==> src/rtl/chan_mux_pkg.sv <==
// Shared types and constants for the channel scan multiplexer.
package chan_mux_pkg;

    typedef enum logic [1:0] {
        IDLE    = 2'd0,
        CAPTURE = 2'd1,
        HOLD    = 2'd2
    } scan_state_t;

    localparam logic MODE_MANUAL = 1'b0;
    localparam logic MODE_SCAN   = 1'b1;

endpackage

==> src/rtl/chan_scan_mux_if.sv <==
// Valid/ready output stream carrying one sample and its channel index.
interface chan_scan_mux_if #(
    parameter int NUM_CH = 4,
    parameter int DATA_W = 8
);
    localparam int SEL_W = $clog2(NUM_CH);

    logic [DATA_W-1:0] out_data;
    logic [SEL_W-1:0]  out_ch;
    logic              out_valid;
    logic              out_ready;

    modport master (output out_data, output out_ch, output out_valid, input out_ready);
    modport slave  (input out_data, input out_ch, input out_valid, output out_ready);

endinterface

==> src/rtl/next_en_idx.sv <==
// Finds the next enabled channel index starting at (incl=1) or after (incl=0)
// the start index, wrapping modulo NUM_CH.
module next_en_idx #(
    parameter int  NUM_CH = 4,
    localparam int SEL_W  = $clog2(NUM_CH)
) (
    input  logic [NUM_CH-1:0] ch_en,
    input  logic [SEL_W-1:0]  start,
    input  logic              incl,
    output logic [SEL_W-1:0]  idx,
    output logic              found
);

    logic [31:0]      cand;
    logic [SEL_W-1:0] cand_idx;

    // The exclusive search reaches start itself last, so a lone enabled
    // channel reselects itself.
    always_comb begin
        idx      = '0;
        found    = 1'b0;
        cand     = '0;
        cand_idx = '0;
        for (int k = 0; k < NUM_CH; k++) begin
            cand     = (32'(start) + 32'(k) + (incl ? 32'd0 : 32'd1)) % NUM_CH;
            cand_idx = SEL_W'(cand);
            if (!found && ch_en[cand_idx]) begin
                found = 1'b1;
                idx   = cand_idx;
            end
        end
    end

endmodule

==> src/rtl/chan_scan_mux.sv <==
// N-channel registered multiplexer with manual select and an autonomous
// dwell-timed scan over the enabled channels, feeding a valid/ready stream.
//
//   state   | meaning
//   IDLE    | no scan activity; pick first enabled channel at/after cur_ch
//   CAPTURE | waiting for a free output register to sample cur_ch
//   HOLD    | dwell countdown after a capture, independent of backpressure
module chan_scan_mux
    import chan_mux_pkg::*;
#(
    parameter int  NUM_CH  = 4,
    parameter int  DATA_W  = 8,
    parameter int  DWELL_W = 8,
    localparam int SEL_W   = $clog2(NUM_CH)
) (
    input  logic                     clk,
    input  logic                     rst_n,
    input  logic                     mode,
    input  logic [SEL_W-1:0]         sel,
    input  logic [NUM_CH-1:0]        ch_en,
    input  logic [DWELL_W-1:0]       dwell,
    input  logic [NUM_CH*DATA_W-1:0] din,
    chan_scan_mux_if.master          bus
);

    scan_state_t       state, state_d;
    logic [SEL_W-1:0]  cur_ch, cur_ch_d;
    logic [DWELL_W-1:0] dwell_cnt, dwell_cnt_d;
    logic              mode_q;

    logic [DATA_W-1:0] out_data_q;
    logic [SEL_W-1:0]  out_ch_q;
    logic              out_valid_q;

    logic [DATA_W-1:0] ch_data [NUM_CH];
    logic              load_ok;
    logic              man_ok;
    logic              scan_cap;
    logic              cap;
    logic              clr;
    logic [SEL_W-1:0]  cap_ch;

    logic [SEL_W-1:0]  incl_idx, excl_idx;
    logic              incl_found, excl_found;

    for (genvar i = 0; i < NUM_CH; i++) begin : g_ch
        assign ch_data[i] = din[i*DATA_W +: DATA_W];
    end

    next_en_idx #(.NUM_CH(NUM_CH)) u_first (
        .ch_en (ch_en),
        .start (cur_ch),
        .incl  (1'b1),
        .idx   (incl_idx),
        .found (incl_found)
    );

    next_en_idx #(.NUM_CH(NUM_CH)) u_next (
        .ch_en (ch_en),
        .start (cur_ch),
        .incl  (1'b0),
        .idx   (excl_idx),
        .found (excl_found)
    );

    assign load_ok = !out_valid_q || bus.out_ready;
    assign man_ok  = (32'(sel) < NUM_CH) && ch_en[sel];

    always_ff @(posedge clk or negedge rst_n) begin
        if (!rst_n) begin
            state     <= IDLE;
            cur_ch    <= '0;
            dwell_cnt <= '0;
            mode_q    <= MODE_MANUAL;
        end else begin
            state     <= state_d;
            cur_ch    <= cur_ch_d;
            dwell_cnt <= dwell_cnt_d;
            mode_q    <= mode;
        end
    end

    always_comb begin
        state_d     = state;
        cur_ch_d    = cur_ch;
        dwell_cnt_d = dwell_cnt;
        scan_cap    = 1'b0;
        if (mode != mode_q || mode == MODE_MANUAL) begin
            state_d = IDLE;
        end else begin
            case (state)
                IDLE: begin
                    if (incl_found) begin
                        cur_ch_d = incl_idx;
                        state_d  = CAPTURE;
                    end
                end
                CAPTURE: begin
                    if (!ch_en[cur_ch]) begin
                        state_d = IDLE;
                    end else if (load_ok) begin
                        scan_cap    = 1'b1;
                        dwell_cnt_d = dwell;
                        if (dwell == '0) begin
                            if (excl_found) cur_ch_d = excl_idx;
                            else            state_d  = IDLE;
                        end else begin
                            state_d = HOLD;
                        end
                    end
                end
                HOLD: begin
                    dwell_cnt_d = dwell_cnt - DWELL_W'(1);
                    if (dwell_cnt <= DWELL_W'(1)) begin
                        dwell_cnt_d = '0;
                        if (excl_found) begin
                            cur_ch_d = excl_idx;
                            state_d  = CAPTURE;
                        end else begin
                            state_d = IDLE;
                        end
                    end
                end
                default: state_d = IDLE;
            endcase
        end
    end

    // A held sample is only replaced or cleared once the register is free.
    always_comb begin
        cap    = 1'b0;
        clr    = 1'b0;
        cap_ch = cur_ch;
        if (mode == MODE_MANUAL) begin
            if (load_ok) begin
                if (man_ok) begin
                    cap    = 1'b1;
                    cap_ch = sel;
                end else begin
                    clr = 1'b1;
                end
            end
        end else if (scan_cap) begin
            cap = 1'b1;
        end else if (load_ok) begin
            clr = 1'b1;
        end
    end

    always_ff @(posedge clk or negedge rst_n) begin
        if (!rst_n) begin
            out_data_q  <= '0;
            out_ch_q    <= '0;
            out_valid_q <= 1'b0;
        end else if (cap) begin
            out_data_q  <= ch_data[cap_ch];
            out_ch_q    <= cap_ch;
            out_valid_q <= 1'b1;
        end else if (clr) begin
            out_valid_q <= 1'b0;
        end
    end

    assign bus.out_data  = out_data_q;
    assign bus.out_ch    = out_ch_q;
    assign bus.out_valid = out_valid_q;

endmodule

==> src/flat_wrapper.sv <==
// flat-port wrapper written by rule: the top's interface ports become plain ports
module chan_scan_mux_flat import chan_mux_pkg::*;
#(
    parameter int  NUM_CH  = 4,
    parameter int  DATA_W  = 8,
    parameter int  DWELL_W = 8,
    localparam int SEL_W   = $clog2(NUM_CH)
)
  (clk, rst_n, mode, sel, ch_en, dwell, din, bus_out_data, bus_out_ch, bus_out_valid, bus_out_ready);
  chan_scan_mux_if #(.NUM_CH(NUM_CH), .DATA_W(DATA_W)) bus_i ();
  input  logic clk;
  input  logic rst_n;
  input  logic mode;
  input  logic [SEL_W-1:0] sel;
  input  logic [NUM_CH-1:0] ch_en;
  input  logic [DWELL_W-1:0] dwell;
  input  logic [NUM_CH*DATA_W-1:0] din;
  output wire logic [$bits(bus_i.out_data)-1:0] bus_out_data;
  output wire logic [$bits(bus_i.out_ch)-1:0] bus_out_ch;
  output wire logic [$bits(bus_i.out_valid)-1:0] bus_out_valid;
  input wire logic [$bits(bus_i.out_ready)-1:0] bus_out_ready;
  assign bus_out_data = bus_i.out_data;
  assign bus_out_ch = bus_i.out_ch;
  assign bus_out_valid = bus_i.out_valid;
  assign bus_i.out_ready = bus_out_ready;
  chan_scan_mux #(.NUM_CH(NUM_CH), .DATA_W(DATA_W), .DWELL_W(DWELL_W)) u_core (.clk(clk), .rst_n(rst_n), .mode(mode), .sel(sel), .ch_en(ch_en), .dwell(dwell), .din(din), .bus(bus_i));
endmodule
==> config.mk <==
export PLATFORM = sky130hd
export DESIGN_NAME = chan_scan_mux_flat
export DESIGN_NICKNAME = d
export VERILOG_FILES = /design/src/rtl/chan_mux_pkg.sv /design/src/rtl/chan_scan_mux_if.sv /design/src/rtl/next_en_idx.sv /design/src/rtl/chan_scan_mux.sv /design/src/flat_wrapper.sv
export SDC_FILE = /design/constraint.sdc
export NUM_CORES = 1
export LEC_CHECK = 0
export CAP_MARGIN = 20
export CORE_AREA = 2 2 77 98
export CTS_CLUSTER_DIAMETER = 200
export DETAILED_ROUTE_END_ITERATION = 10
export DIE_AREA = 0 0 79 100
export GPL_ROUTABILITY_DRIVEN = 0
export GPL_TIMING_DRIVEN = 0
export PLACE_DENSITY = 0.48
export SLEW_MARGIN = 15
export SYNTH_ARGS = -nofsm -noshare
export SYNTH_HDL_FRONTEND = slang
export SYNTH_SLANG_ARGS = --single-unit
==> constraint.sdc <==
create_clock -name clk -period 5.5 [get_ports clk]
set_input_delay 1.375 -clock clk [delete_from_list [all_inputs] [get_ports clk]]
set_output_delay 1.375 -clock clk [all_outputs]
set_load 0.03 [all_outputs]
-- Word-level counts from Yosys, hierarchy flattened
Cells that the tools add are included.
- input port bits: 50
- output and inout port bits: 11
- register bits after elaboration: 24
- logic and storage cells: 135
- reduce and logical (&&, ||, !) cells: 23
- equal/unequal tests: 13
- order comparisons: 10
- bitwise logic cells: 3
- mux-type cells: 72
- $add $sub $neg: 7
- operator list (cell ; number):
    2-bit two-way mux ; 24
    8-bit two-way mux ; 5
    1-bit two-way mux ; 31
    2-bit by 3-bit less-than comparator with 1-bit output, second input constant ; 8
    1-bit binary-select mux with 2-bit select ; 8
    8-bit binary-select mux with 2-bit select ; 1
    8-bit one-hot mux with 2 select lines ; 1
    2-bit one-hot mux with 3 select lines ; 2
    2-bit by 1-bit != test with 1-bit output, second input constant ; 5
    5-bit != test, second input constant ; 2
    2-bit by 1-bit adder with 2-bit output, second input constant ; 4
    8-bit by 1-bit less-or-equal comparator with 1-bit output, second input constant ; 1
    8-bit logical NOT ; 1
    4-bit AND reduction ; 2
    8-bit AND reduction ; 1
    8-bit by 1-bit subtractor with 8-bit output, second input constant ; 1
    1-bit logical NOT ; 7
    1-bit logical AND ; 6
    3-bit by 1-bit != test with 1-bit output, second input constant ; 2
    2-bit adder, second input constant ; 2
    4-bit by 2-bit != test with 1-bit output, second input constant ; 1
    2-bit nonzero test ; 2
    3-bit greater-or-equal comparator, second input constant ; 1
    2-bit NOT with 3-bit output ; 1
    other kinds (7) ; 9

-- Longest topological paths before layout
Gate-level depths: netlist (run 1).
- word-level depth: 19
- gate-level depth with buffers: 8

-- By module
A second synthesis (run 1) with hierarchy kept.
- cell total of the unflattened synthesis: 286
- area total of the unflattened synthesis: 2488.6 µm²
- modules (own cells, without submodules) (module ; cells an instance ; instances ; area each (µm²)):
    chan_scan_mux ; 196 ; 1 ; 1808.0
    next_en_idx ; 45 ; 2 ; 340.3

-- Worst setup path after synthesis (run 1)
Ideal clock, no wire load.
- kind: input -> register
- start point: input ch_en[3]
- end point: register u_core.cur_ch[0]
- arrival: 2824 ps
- path slack: 2596 ps
- cell stages on the path: 5
- data required time: 5420 ps
- buffers on the path: 0
- path through: mux4_2 > and2_1 > a2111o_1 > o32a_1 > o22ai_2
- cells in the longest elaborated chain, start to end: 17
- elaborated cells on any way between the ends: 52
- those cells by class: eq/ne (3); mux (36); reduce/logical (13)
- ends and longest elaborated chain (what ; RTL line ; text):
    from (decl) ; flat_wrapper.sv:15 ; input logic [NUM_CH-1:0] ch_en;
    1-bit binary-select mux with 2-bit select ; next_en_idx.sv:27 ; if (!found && ch_en[cand_idx]) begin
    1-bit two-way mux (not written as such) ; next_en_idx.sv:27 ;
    1-bit two-way mux ; next_en_idx.sv:27 ;
    1-bit logical NOT ; next_en_idx.sv:27 ;
    1-bit logical AND ; next_en_idx.sv:27 ;
    1-bit two-way mux ; next_en_idx.sv:27 ;
    1-bit logical NOT ; next_en_idx.sv:27 ;
    1-bit logical AND ; next_en_idx.sv:27 ;
    1-bit two-way mux ; next_en_idx.sv:27 ;
    1-bit logical NOT ; next_en_idx.sv:27 ;
    1-bit logical AND ; next_en_idx.sv:27 ;
    2-bit two-way mux or 1-bit two-way mux (tied branches) ; next_en_idx.sv:27 ;
    2-bit two-way mux ; chan_scan_mux.sv:105, chan_scan_mux.sv:116 ;
    2-bit two-way mux ; chan_scan_mux.sv:104 ; if (dwell == '0) begin
    2-bit two-way mux ; chan_scan_mux.sv:101 ; end else if (load_ok) begin
    2-bit two-way mux ; chan_scan_mux.sv:99 ; if (!ch_en[cur_ch]) begin
    2-bit one-hot mux with 3 select lines ; chan_scan_mux.sv:91 ; case (state)
    to (signal assigned) ; chan_scan_mux.sv:77 ; cur_ch <= cur_ch_d;
    to (decl) ; chan_scan_mux.sv:27 ; logic [SEL_W-1:0] cur_ch, cur_ch_d;
Parallel ways exist; a longest one is shown, timed or not. The select of a mux whose other input is x is not followed.
A chain may end at the register's enable or synchronous reset.

-- Worst setup path after layout (run 1)
- start point: input ch_en[2]
- end point: register u_core.out_data_q[6], in the netlist u_core.bus.out_data[6]
- cells in the longest elaborated chain, start to end: 9
- elaborated cells on any way between the ends: 18
- those cells by class: mux (17); bitwise (1)
- ends and longest elaborated chain (what ; RTL line ; text):
    1-bit binary-select mux with 2-bit select ; chan_scan_mux.sv:67 ; assign man_ok = (32'(sel) < NUM_CH) && ch_en[sel];
    1-bit two-way mux (not written as such) ; chan_scan_mux.sv:67 ;
    2-bit two-way mux ; chan_scan_mux.sv:136 ; if (man_ok) begin
    2-bit two-way mux ; chan_scan_mux.sv:135 ; if (load_ok) begin
    2-bit two-way mux ; chan_scan_mux.sv:134 ; if (mode == MODE_MANUAL) begin
    2-bit NOT with 3-bit output (not written as such) ; chan_scan_mux.sv:156 ; out_data_q <= ch_data[cap_ch];
    8-bit binary-select mux with 2-bit select ; chan_scan_mux.sv:156 ;
    8-bit two-way mux (not written as such) (2 in series) ; chan_scan_mux.sv:156 ;
    to (signal assigned) ; chan_scan_mux.sv:156 ;
    to (decl) ; chan_scan_mux.sv:31 ; logic [DATA_W-1:0] out_data_q;
Parallel ways exist; a longest one is shown, timed or not. The select of a mux whose other input is x is not followed.

==> qor.json, run 1 <==
{
  "syn_to_final_growth_pct": 44.9,
  "register_area_um2": 601,
  "cp.buffers_inverters": 3,
  "number_of_instances_resized_during_post_cts_repair": 0,
  "die_area_um2": 7900,
  "cts_buffers": 3,
  "clock_latency_ps": 270,
  "clock-skew-final_ps": 5.50,
  "detailedPlacementHpwl_mm": 4.15,
  "worst_hold_startpoint": "u_core.bus.out_data[5]",
  "r2r-start": "u_core.dwell_cnt[4]",
  "finalMaxSlewViolations": 0,
  "cts-root-buf": "clkbuf_8",
  "clk_pin_slew_ps": 90,
  "initial_core_util_pct": 25.0,
  "yosys_synthesis_warning_count": 0,
  "rrSetupSlack_ps": 3330,
  "total_number_of_placement_rows": 35,
  "pin_count_of_the_biggest_net_entering_global_routing": 14,
  "synth-edff-count": 0,
  "met3RoutedLength_um": 404,
  "multi_input_area_um2": 1070,
  "number_of_detailed_route_iterations_in_the_first_pass": 4,
  "highest-signal-layer": "met4",
  "hold_viol_final": 0,
  "cts_hold_repair.buffers": 0,
  "maxClockFrequency_mhz": 292,
  "placement.cell_area_um2": 2520,
  "dr_total_vias": 1689,
  "worst_slew_pin_slew_ps": 612,
  "max_cap_violations": 0,
  "post_syn_area_um2": 1780,
  "holdCritPathClass": "reg2reg",
  "setup_repair_after_global_routing_missed_its_margin": "no",
  "vias_per_cell": 4.80,
  "detail_route.wirelength_mm": 5.01,
  "layout_worst_path_cycle_share_pct": 62.4,
  "chipWidth_um": 79,
  "core_region_area_um2": 7090,
  "cp-start-kind": "input port",
  "critPathRequiredTime_ps": 5620,
  "routed_wire_length_per_instance_um": 14.2,
  "drc_markers": 0,
  "worstSetupPathType": "in2reg",
  "cpPeakStageDelay_ps": 610,
  "pin_count": 61,
  "met2_wirelength_mm": 2.39,
  "global_route.usage.total_pct": 13.1,
  "grt_pass1_vias": 1737,
  "rr_worst_depth": 6,
  "min_delay_path_depth": 2,
  "number_of_register_bits_inferred_by_synthesis": 24,
  "drtIter0Drc": 48,
  "drt-met1-wl_mm": 2.16,
  "h-tree-depth": 1,
  "layout-drive-gt1-share_pct": 7.69,
  "power.ir.vdd_worst_uv": 135,
  "worst-endpoint-arrival_ps": 3550,
  "finalWorstSetupSlack_ps": 2070,
  "critical_path_peak_fanout": 10,
  "min_to": "u_core.bus.out_data[5]",
  "nets_in_the_synthesized_netlist": 250,
  "finalNonFillerCells": 352,
  "post-cts-setup-buffers": 0,
  "die_height_um": 100,
  "synth-async-reset-ratio_pct": 100,
  "cts_buffer_depth": 2,
  "finalPower_mw": 0.963,
  "fin_setup_tns_ps": 0,
  "critPathTopFamily": "buffers and inverters",
  "number_of_distinct_standard_cells_referenced_by_the_synthesized_netlist": 48,
  "crit_slowest_cell": "clkdlybuf4s50_1",
  "synth_sequential_area_ratio_pct": 33.8,
  "antenna_found_initial": 0,
  "end_of_the_worst_register_to_register_path": "u_core.cur_ch[0]",
  "antenna_diode_count": 0,
  "post_synth.cell_area_avg_um2": 9.15,
  "leakage_nw": 1.09,
  "num-nets-final": 317,
  "synthCells": 194,
  "yosys_most_used_dff": "dfrtp_1",
  "setup_viol": 0,
  "grt_overflow_total": 0,
  "detailedPlace.worstSlack_ps": 1780,
  "finalWorstPathRequiredPeriod_ps": 3430,
  "place.detailed.instances": 348,
  "element_type_at_the_critical_path_end": "register",
  "cts_tree": "built",
  "antenna_violating_nets_post_route": 0,
  "fillers": 752,
  "relSlewSlack_pct": 58.9,
  "place.port_buffers": 60,
  "timing.critical_path.mode_cell": "mux2i_1",
  "number_of_sinks_driven_by_the_clock_tree": 24,
  "grt_first_pass_wirelength_mm": 8.31,
  "worstPathCellList": "clkdlybuf4s50_1 > mux2i_1 > or3_4 > a211o_1 > buf_2 > buf_6 > mux2i_1 > o221ai_1",
  "pwr_density_cell_nw_per_um2": 374,
  "status": "finished clean",
  "final_cell_area_um2": 2570
}
## synthesized netlist by cell type, types with 2 or more instances
cell type   n  area (um^2)
nand2_1    19         71.3
buf_6       4         45.0
ha_1        6         75.1
mux2i_1    19          190
nand2b_1    3         18.8
a22o_1      3         26.3
o221ai_1   10         87.6
nor3_1      3         15.0
nand3_1     3         15.0
o22ai_1     2         12.5
inv_1       9         33.8
a211o_1     2         17.5
nor4_1      7         43.8
o21ai_0    13         65.1
nor2_1     14         52.6
dfrtp_1    24          601
o21a_1      2         15.0
buf_2       2         10.0
a21oi_1    12         60.1
nor2b_1     5         31.3
clkbuf_1    3         11.3
and2_1      2         12.5
a21boi_0    2         15.0
## report_power, final
group / internal, mW / leakage (nW) / switching (mW) / total (mW)
logic: 0.253 / 0.765 / 0.288 / 0.541
clock network: 0.0639 / 0.0288 / 0.0568 / 0.121
registers: 0.247 / 0.298 / 0.0538 / 0.301
## sequential cells by signal, summed over array words and instances, names as in the netlist
signal and flops:
u_core.bus.out_ch 2, u_core.state 2, u_core.cur_ch 2, u_core.bus.out_valid 1
u_core.bus.out_data 8, u_core.mode_q 1, u_core.dwell_cnt 8
## per-stage QoR
stage          util [%]  hold WS, ps
6_report           36.3          489
3_3_place_gp       35.1          464
3_5_place_dp       35.5          475
5_1_grt            36.3          520
2_1_floorplan         -          472
4_1_cts            36.3          497
## worst min-delay path: stages (launching register included)
cell and delay (ps):
dfrtp_1 350, nand2_1 50, o221ai_1 60
## final cells by class
type                            count  area share, %
Sequential cell                    24           23.3
Buffer                              9           2.58
Multi-Input combinational cell    152           41.8
Inverter                            9           1.31
Timing Repair Buffer               62           24.4
Tap cell                           92           4.47
Clock buffer                        4           2.14
## logic make-up (layout without fill, tap and decap cells)
family                     Yosys count  after routing  share of synthesized area (%)
DFF                                 24             24                           33.8
AOI/OAI and AO/OA                   59             59                           24.4
adders and majority gates            6              6                           4.23
and+or+nand+nor                     67             67                           19.9
muxes                               20             20                           12.0
buffers and inverters               18             84                           5.64
## layout by cell type, fill, tap and decap left out, drive strengths merged, types with 2 or more instances in the layout
cell type      instances
o21ai                 14
clkdlybuf4s50         60
buf                    8
mux2i                 19
a21oi                 12
nor2                  14
and2                   2
nand2                 19
ha                     6
nand2b                 3
inv                    9
or3                    2
o221ai                10
o41ai                  2
a21boi                 2
nor4                   7
dfrtp                 24
a211o                  2
clkbuf                 7
nor3                   3
o22ai                  3
a22o                   3
o21a                   2
nor2b                  5
nand3                  4
or4                    2
## how the worst max path moves through the flow
stage | endpoint | slack (ps) | startpoint | cells after the start
after floorplan | u_core.cur_ch[0] | 2600 | ch_en[3] | 5
after global placement | u_core.bus.out_data[6] | 1730 | ch_en[1] | 8
after detailed placement | u_core.bus.out_data[6] | 1780 | ch_en[3] | 8
after CTS | u_core.bus.out_data[6] | 2060 | ch_en[3] | 8
after global routing | u_core.bus.out_data[6] | 1840 | ch_en[1] | 8
final | u_core.bus.out_data[6] | 2070 | ch_en[2] | 8
## layer usage
metal / GRT usage (%) / up-vias
met2: 23.8 / 52
li1: - / 864
met5: 0 / -
met4: 3.58 / 0
met1: 15.3 / 768
met3: 2.79 / 5
Note: power is estimated with default switching activity, not from simulation.
==> inputs of run 2 (changes only) <==
Settings changed: PLACE_DENSITY 0.48 to 0.5.
Clock period 5.5 ns to 2.95 ns, I/O delays scaled along.
==> qor.json, run 2 (same netlist as run 1, synthesis figures left out) <==
{
  "status": {"value": "finished clean", "change": "unchanged"},
  "vias_per_cell": {"value": 4.75, "change": "was 4.80"},
  "die_height": {"value": 100, "unit": "um", "change": "unchanged"},
  "maxClockFrequency_mhz": 362,
  "cts_buffers": {"value": 3, "change": "unchanged"},
  "max_cap_violations": {"value": 0, "change": "unchanged"},
  "layout-drive-gt1-share": {"value": 7.75, "unit": "%", "change": "was 7.69%"},
  "finalNonFillerCells": {"value": 350, "change": "was 352"},
  "initial_core_util": {"value": 25.0, "unit": "%", "change": "unchanged"},
  "power.ir.vdd_worst": {"value": 296, "unit": "uV", "change": "was 135 uV"},
  "cts_tree": {"value": "built", "change": "unchanged"},
  "detailedPlacementHpwl": {"value": 3.93, "unit": "mm", "change": "was 4.15 mm"},
  "drtIter0Drc": {"value": 77, "change": "was 48"},
  "pwr_density_cell": {"value": 720, "unit": "nW/um^2", "change": "was 374 nW/um^2"},
  "layout.cells.most_common_list": {"value": "clkdlybuf4s50_1 (59), dfrtp_1 (24), mux2i_1 (19), nand2_1 (19), nor2_1 (14)", "change": "was clkdlybuf4s50_1 (60), dfrtp_1 (24), mux2i_1 (19), nand2_1 (19), nor2_1 (14)"},
  "core_region_area": {"value": 7090, "unit": "um^2", "change": "unchanged"},
  "finalWorstSetupSlack": {"value": 191, "unit": "ps", "change": "was 2070 ps"},
  "worst_slew_pin_slew": {"value": 687, "unit": "ps", "change": "was 612 ps"},
  "post-cts-setup-buffers": {"value": 0, "change": "unchanged"},
  "die_area": {"value": 7900, "unit": "um^2", "change": "unchanged"},
  "pin_count": {"value": 61, "change": "unchanged"},
  "cp-start-kind": {"value": "input port", "change": "unchanged"},
  "grt_overflow_total": {"value": 0, "change": "unchanged"},
  "placement.cell_area": {"value": 2490, "unit": "um^2", "change": "was 2520 um^2"},
  "global_route.usage.total": {"value": 12.8, "unit": "%", "change": "was 13.1%"},
  "clock-skew-final": {"value": 5.23, "unit": "ps", "change": "was 5.50 ps"},
  "cts_buffer_depth": {"value": 2, "change": "unchanged"},
  "leakage": {"value": 1.09, "unit": "nW", "change": "about the same"},
  "clk_pin_slew": {"value": 90, "unit": "ps", "change": "about the same"},
  "h-tree-depth": {"value": 1, "change": "unchanged"},
  "cts-root-buf": {"value": "clkbuf_8", "change": "unchanged"},
  "number_of_detailed_route_iterations_in_the_first_pass": {"value": 4, "change": "unchanged"},
  "finalMaxSlewViolations": {"value": 0, "change": "unchanged"},
  "hold-worst-slack": {"value": 442, "unit": "ps", "change": "was 489 ps"},
  "antenna_diode_count": {"value": 0, "change": "unchanged"},
  "setup_viol": {"value": 0, "change": "unchanged"},
  "finalPower": {"value": 1.85, "unit": "mW", "change": "was 0.963 mW"},
  "antenna_found_initial": {"value": 0, "change": "unchanged"},
  "setup_repair_after_global_routing_missed_its_margin": {"value": "no", "change": "unchanged"},
  "fin_setup_tns": {"value": 0, "unit": "ps", "change": "unchanged"},
  "element_type_at_the_critical_path_end": {"value": "register", "change": "unchanged"},
  "num-nets-final": {"value": 315, "change": "was 317"},
  "chipWidth": {"value": 79, "unit": "um", "change": "unchanged"},
  "drc_markers": {"value": 0, "change": "unchanged"},
  "worst-endpoint-arrival": {"value": 2880, "unit": "ps", "change": "was 3550 ps"},
  "mostFrequentLayoutCell": {"value": "clkdlybuf4s50_1", "change": "unchanged"},
  "hold_viol_final": {"value": 0, "change": "unchanged"},
  "relSlewSlack": {"value": 53.9, "unit": "%", "change": "was 58.9%"},
  "place.detailed.instances": {"value": 346, "change": "was 348"},
  "routed_wire_length_per_instance": {"value": 13.9, "unit": "um", "change": "was 14.2 um"},
  "detailedPlace.worstSlack": {"value": -125, "unit": "ps", "change": "was 1780 ps"},
  "grt_pass1_vias": {"value": 1707, "change": "was 1737"},
  "total_number_of_placement_rows": {"value": 35, "change": "unchanged"},
  "number_of_sinks_driven_by_the_clock_tree": {"value": 24, "change": "unchanged"},
  "worstSetupPathType": {"value": "in2reg", "change": "unchanged"},
  "layout_worst_path_cycle_share_pct": 93.5,
  "antenna_violating_nets_post_route": {"value": 0, "change": "unchanged"},
  "critPathRequiredTime": {"value": 3070, "unit": "ps", "change": "was 5620 ps"},
  "place.port_buffers": {"value": 60, "change": "unchanged"},
  "grt_first_pass_wirelength": {"value": 8.18, "unit": "mm", "change": "was 8.31 mm"},
  "dr_total_vias": {"value": 1662, "change": "was 1689"},
  "final_cell_area": {"value": 2560, "unit": "um^2", "change": "was 2570 um^2"},
  "syn_to_final_growth": {"value": 44.4, "unit": "%", "change": "was 44.9%"},
  "detail_route.wirelength": {"value": 4.87, "unit": "mm", "change": "was 5.01 mm"},
  "holdCritPathClass": {"value": "in2async", "change": "was reg2reg"},
  "critical_path_peak_fanout": {"value": 10, "change": "unchanged"},
  "pin_count_of_the_biggest_net_entering_global_routing": {"value": 25, "change": "was 14"},
  "utilization": {"value": 36.1, "unit": "%", "change": "was 36.3%"},
  "clock_latency": {"value": 270, "unit": "ps", "change": "about the same"},
  "finalWorstPathRequiredPeriod_ps": 2760
}
==> run 2: where the power goes <==
part	total, mW	internal (mW)	switching, mW
clock	0.290	0.181	0.109
combinational	0.996	0.468	0.528
sequential	0.560	0.461	0.0994
total	1.85	1.11	0.736
==> run 2: worst max-delay path, cell delays in order <==
cell and delay, ps:
clkdlybuf4s50_1 610, mux2i_1 140, or3_4 390, a211o_1 290
buf_2 200, buf_6 190, mux2i_1 170, o221ai_1 140
==> run 2: path summary, 6_finish.rpt <==
check	startpoint	to	slack (ps)	cells past startpoint
min in group clk	u_core.bus.out_data[6]	u_core.bus.out_data[6]	490	2
hold / removal	rst_n	u_core.bus.out_data[1]	440	1
hold reg to reg	u_core.bus.out_data[6]	u_core.bus.out_data[6]	490	2
max in group asynchronous	rst_n	u_core.bus.out_data[0]	2140	1
setup / recovery	ch_en[3]	u_core.bus.out_data[4]	190	8
setup reg to reg	u_core.dwell_cnt[4]	u_core.cur_ch[0]	790	6
==> run 2: layer usage <==
layer  vias up  global-route usage [%]  part of all wire [%]
met5         -                       0                     0
met4         0                    4.11                   1.7
met3         4                    2.34                   6.3
met2        50                    23.5                    50
met1       747                    14.9                    42
li1        861                       -                     -
==> run 2: cell type report <==
cell class,instances,area [um^2]
flip-flops and latches,24,601
fillers,724,4530
well taps,92,115
clock inverters,1,30.0
clock buffers,3,41.3
multi-input cells,152,1080
inverters,9,33.8
plain buffers,9,66.3
repair buffers,60,596
==> run 2: what timing repair did <==
| action | 4_1_cts | 5_1_grt |
|---|---|---|
| hold buffers | 0 | 0 |
| setup endpoints to repair | 0 | 9 |
| gates resized for setup | 0 | 2 |
| hold endpoints to repair | 0 | 0 |
==> inputs of run 3 (changes only) <==
Settings changed: CORE_AREA 2 2 77 98 to 3 3 78 99, DIE_AREA 0 0 79 100 to 0 0 81 102.
==> qor.json, run 3 (same netlist as run 1, synthesis figures left out) <==
{
  "status": {"value": "finished clean", "change": "unchanged"},
  "global_route.usage.total": {"value": 12.5, "unit": "%", "change": "was 12.8%"},
  "place.detailed.instances": {"value": 345, "change": "was 346"},
  "antenna_found_initial": {"value": 0, "change": "unchanged"},
  "number_of_detailed_route_iterations_in_the_first_pass": {"value": 4, "change": "unchanged"},
  "total_number_of_placement_rows": {"value": 34, "change": "was 35"},
  "power.ir.vdd_worst": {"value": 275, "unit": "uV", "change": "was 296 uV"},
  "initial_core_util": {"value": 25.8, "unit": "%", "change": "was 25.0%"},
  "die_height": {"value": 102, "unit": "um", "change": "was 100 um"},
  "finalWorstPathRequiredPeriod": {"value": 2780, "unit": "ps", "change": "was 2760 ps"},
  "clock_latency": {"value": 270, "unit": "ps", "change": "about the same"},
  "antenna_violating_nets_post_route": {"value": 0, "change": "unchanged"},
  "worst-endpoint-arrival": {"value": 2900, "unit": "ps", "change": "was 2880 ps"},
  "element_type_at_the_critical_path_end": {"value": "register", "change": "unchanged"},
  "placement.cell_area": {"value": 2500, "unit": "um^2", "change": "was 2490 um^2"},
  "worst_slew_pin_slew": {"value": 616, "unit": "ps", "change": "was 687 ps"},
  "detailedPlacementHpwl": {"value": 4.08, "unit": "mm", "change": "was 3.93 mm"},
  "setup_viol": {"value": 0, "change": "unchanged"},
  "grt_first_pass_wirelength": {"value": 8.18, "unit": "mm", "change": "unchanged"},
  "dr_total_vias": {"value": 1686, "change": "was 1662"},
  "finalMaxSlewViolations": {"value": 0, "change": "unchanged"},
  "relSlewSlack": {"value": 58.7, "unit": "%", "change": "was 53.9%"},
  "pin_count_of_the_biggest_net_entering_global_routing": {"value": 15, "change": "was 25"},
  "critical_path_peak_fanout": {"value": 10, "change": "unchanged"},
  "pwr-share-seq": {"value": 30.2, "unit": "%", "change": "was 30.3%"},
  "chipWidth": {"value": 81, "unit": "um", "change": "was 79 um"},
  "grt_overflow_total": {"value": 0, "change": "unchanged"},
  "cts_buffers": {"value": 3, "change": "unchanged"},
  "internal_power": {"value": 1.11, "unit": "mW", "change": "about the same"},
  "cts_tree": {"value": "built", "change": "unchanged"},
  "number_of_sinks_driven_by_the_clock_tree": {"value": 24, "change": "unchanged"},
  "detail_route.wirelength": {"value": 5.03, "unit": "mm", "change": "was 4.87 mm"},
  "h-tree-depth": {"value": 1, "change": "unchanged"},
  "routed_wire_length_per_instance": {"value": 14.4, "unit": "um", "change": "was 13.9 um"},
  "worstSetupPathType": {"value": "in2reg", "change": "unchanged"},
  "hold_viol_final": {"value": 0, "change": "unchanged"},
  "drtIter0Drc": {"value": 134, "change": "was 77"},
  "layout.cells.most_common_list": {"value": "clkdlybuf4s50_1 (60), dfrtp_1 (24), mux2i_1 (19), nand2_1 (19), nor2_1 (14)", "change": "was clkdlybuf4s50_1 (59), dfrtp_1 (24), mux2i_1 (19), nand2_1 (19), nor2_1 (14)"},
  "core_region_area": {"value": 6890, "unit": "um^2", "change": "was 7090 um^2"},
  "cts-root-buf": {"value": "clkbuf_8", "change": "unchanged"},
  "antenna_diode_count": {"value": 0, "change": "unchanged"},
  "num-nets-final": {"value": 316, "change": "was 315"},
  "place.port_buffers": {"value": 60, "change": "unchanged"},
  "layout_worst_path_cycle_share": {"value": 94.2, "unit": "%", "change": "was 93.5%"},
  "vias_per_cell": {"value": 4.83, "change": "was 4.75"},
  "p_sw_share": {"value": 40.4, "unit": "%", "change": "was 39.9%"},
  "final_cell_area": {"value": 2580, "unit": "um^2", "change": "was 2560 um^2"},
  "clock-skew-final": {"value": 5.31, "unit": "ps", "change": "was 5.23 ps"},
  "cts_buffer_depth": {"value": 2, "change": "unchanged"},
  "finalNonFillerCells": {"value": 349, "change": "was 350"},
  "post-cts-setup-buffers": {"value": 0, "change": "unchanged"},
  "maxClockFrequency": {"value": 360, "unit": "MHz", "change": "was 362 MHz"},
  "setup_repair_after_global_routing_missed_its_margin": {"value": "no", "change": "unchanged"},
  "drc_markers": {"value": 0, "change": "unchanged"},
  "pin_count": {"value": 61, "change": "unchanged"},
  "critPathRequiredTime": {"value": 3070, "unit": "ps", "change": "about the same"},
  "die_area": {"value": 8260, "unit": "um^2", "change": "was 7900 um^2"},
  "layout-drive-gt1-share": {"value": 7.72, "unit": "%", "change": "was 7.75%"},
  "syn_to_final_growth": {"value": 45.4, "unit": "%", "change": "was 44.4%"},
  "holdCritPathClass": {"value": "reg2reg", "change": "was in2async"},
  "power_frac_comb": {"value": 54.0, "unit": "%", "change": "was 53.9%"},
  "clk_pin_slew": {"value": 90, "unit": "ps", "change": "about the same"},
  "fin_setup_tns": {"value": 0, "unit": "ps", "change": "unchanged"},
  "mostFrequentLayoutCell": {"value": "clkdlybuf4s50_1", "change": "unchanged"},
  "clockPowerShare": {"value": 15.8, "unit": "%", "change": "was 15.7%"},
  "max_cap_violations": {"value": 0, "change": "unchanged"},
  "grt_pass1_vias": {"value": 1722, "change": "was 1707"},
  "pwr_density_cell": {"value": 723, "unit": "nW/um^2", "change": "was 720 nW/um^2"},
  "cp-start-kind": {"value": "input port", "change": "unchanged"},
  "leakage": {"value": 1.09, "unit": "nW", "change": "about the same"},
  "power.switching": {"value": 0.753, "unit": "mW", "change": "was 0.736 mW"}
}
-- run 3: worst max-delay path: stages --
cell             delay, ps
clkdlybuf4s50_1        620
mux2i_1                160
or3_4                  400
a211o_1                300
buf_2                  210
buf_6                  190
mux2i_1                170
o221ai_1               130
-- run 3: per-layer routing --
metal / vias to the layer above / track usage (%) / part of all wire [%]
met4: 0 / 3.90 / 1.1
li1: 858 / - / -
met3: 4 / 3.09 / 8.6
met1: 770 / 14.5 / 42
met2: 54 / 22.5 / 49
met5: - / 0 / 0
-- run 3: metrics by stage --
| step | utilization [%] | total power, mW | hold slack (ps) | setup slack, ps |
|---|---|---|---|---|
| floorplan | - | 1.22 | 442 | 684 |
| global placement | 36.1 | 1.58 | 466 | -158 |
| detailed placement | 36.3 | 1.59 | 473 | -168 |
| CTS | 37.4 | 1.89 | 497 | 132 |
| global route | 37.5 | 2.02 | 516 | 36.4 |
| finish | 37.5 | 1.87 | 493 | 172 |
-- run 3: worst paths after layout --
kind	startpoint	endpoint	cells past startpoint	slack, ps
max reg2reg	u_core.dwell_cnt[4]	u_core.cur_ch[0]	6	780
min in group asynchronous	rst_n	u_core.bus.out_ch[1]	1	840
min reg2reg	u_core.bus.out_data[2]	u_core.bus.out_data[2]	2	490
min	u_core.bus.out_data[2]	u_core.bus.out_data[2]	2	490
max	ch_en[3]	u_core.bus.out_data[6]	8	170
max in group asynchronous	rst_n	u_core.bus.out_ch[0]	2	1600
-- run 3: cell type report --
class	instances	area, um^2
plain buffers	9	66.3
clock inverters	1	30.0
multi-input cells	152	1080
clock buffers	3	41.3
fillers	699	4310
well taps	90	113
repair buffers	61	616
flip-flops and latches	24	601
inverters	9	33.8
-- run 3: what timing repair did --
item                                    CTS  global route
endpoints found under the hold margin     0             0
gates resized for setup                   0             1
endpoints found under the setup margin    0             6
hold buffers                              0             0
-- run 3: power by group through the flow --
stage          clock, mW  sequential, mW  combinational [mW]
4_1_cts            0.307           0.562                1.02
5_1_grt            0.321           0.587                1.11
3_3_place_gp           0           0.567                1.01
3_5_place_dp           0           0.569                1.02
2_1_floorplan          0           0.696               0.527
6_report           0.295           0.563                1.01
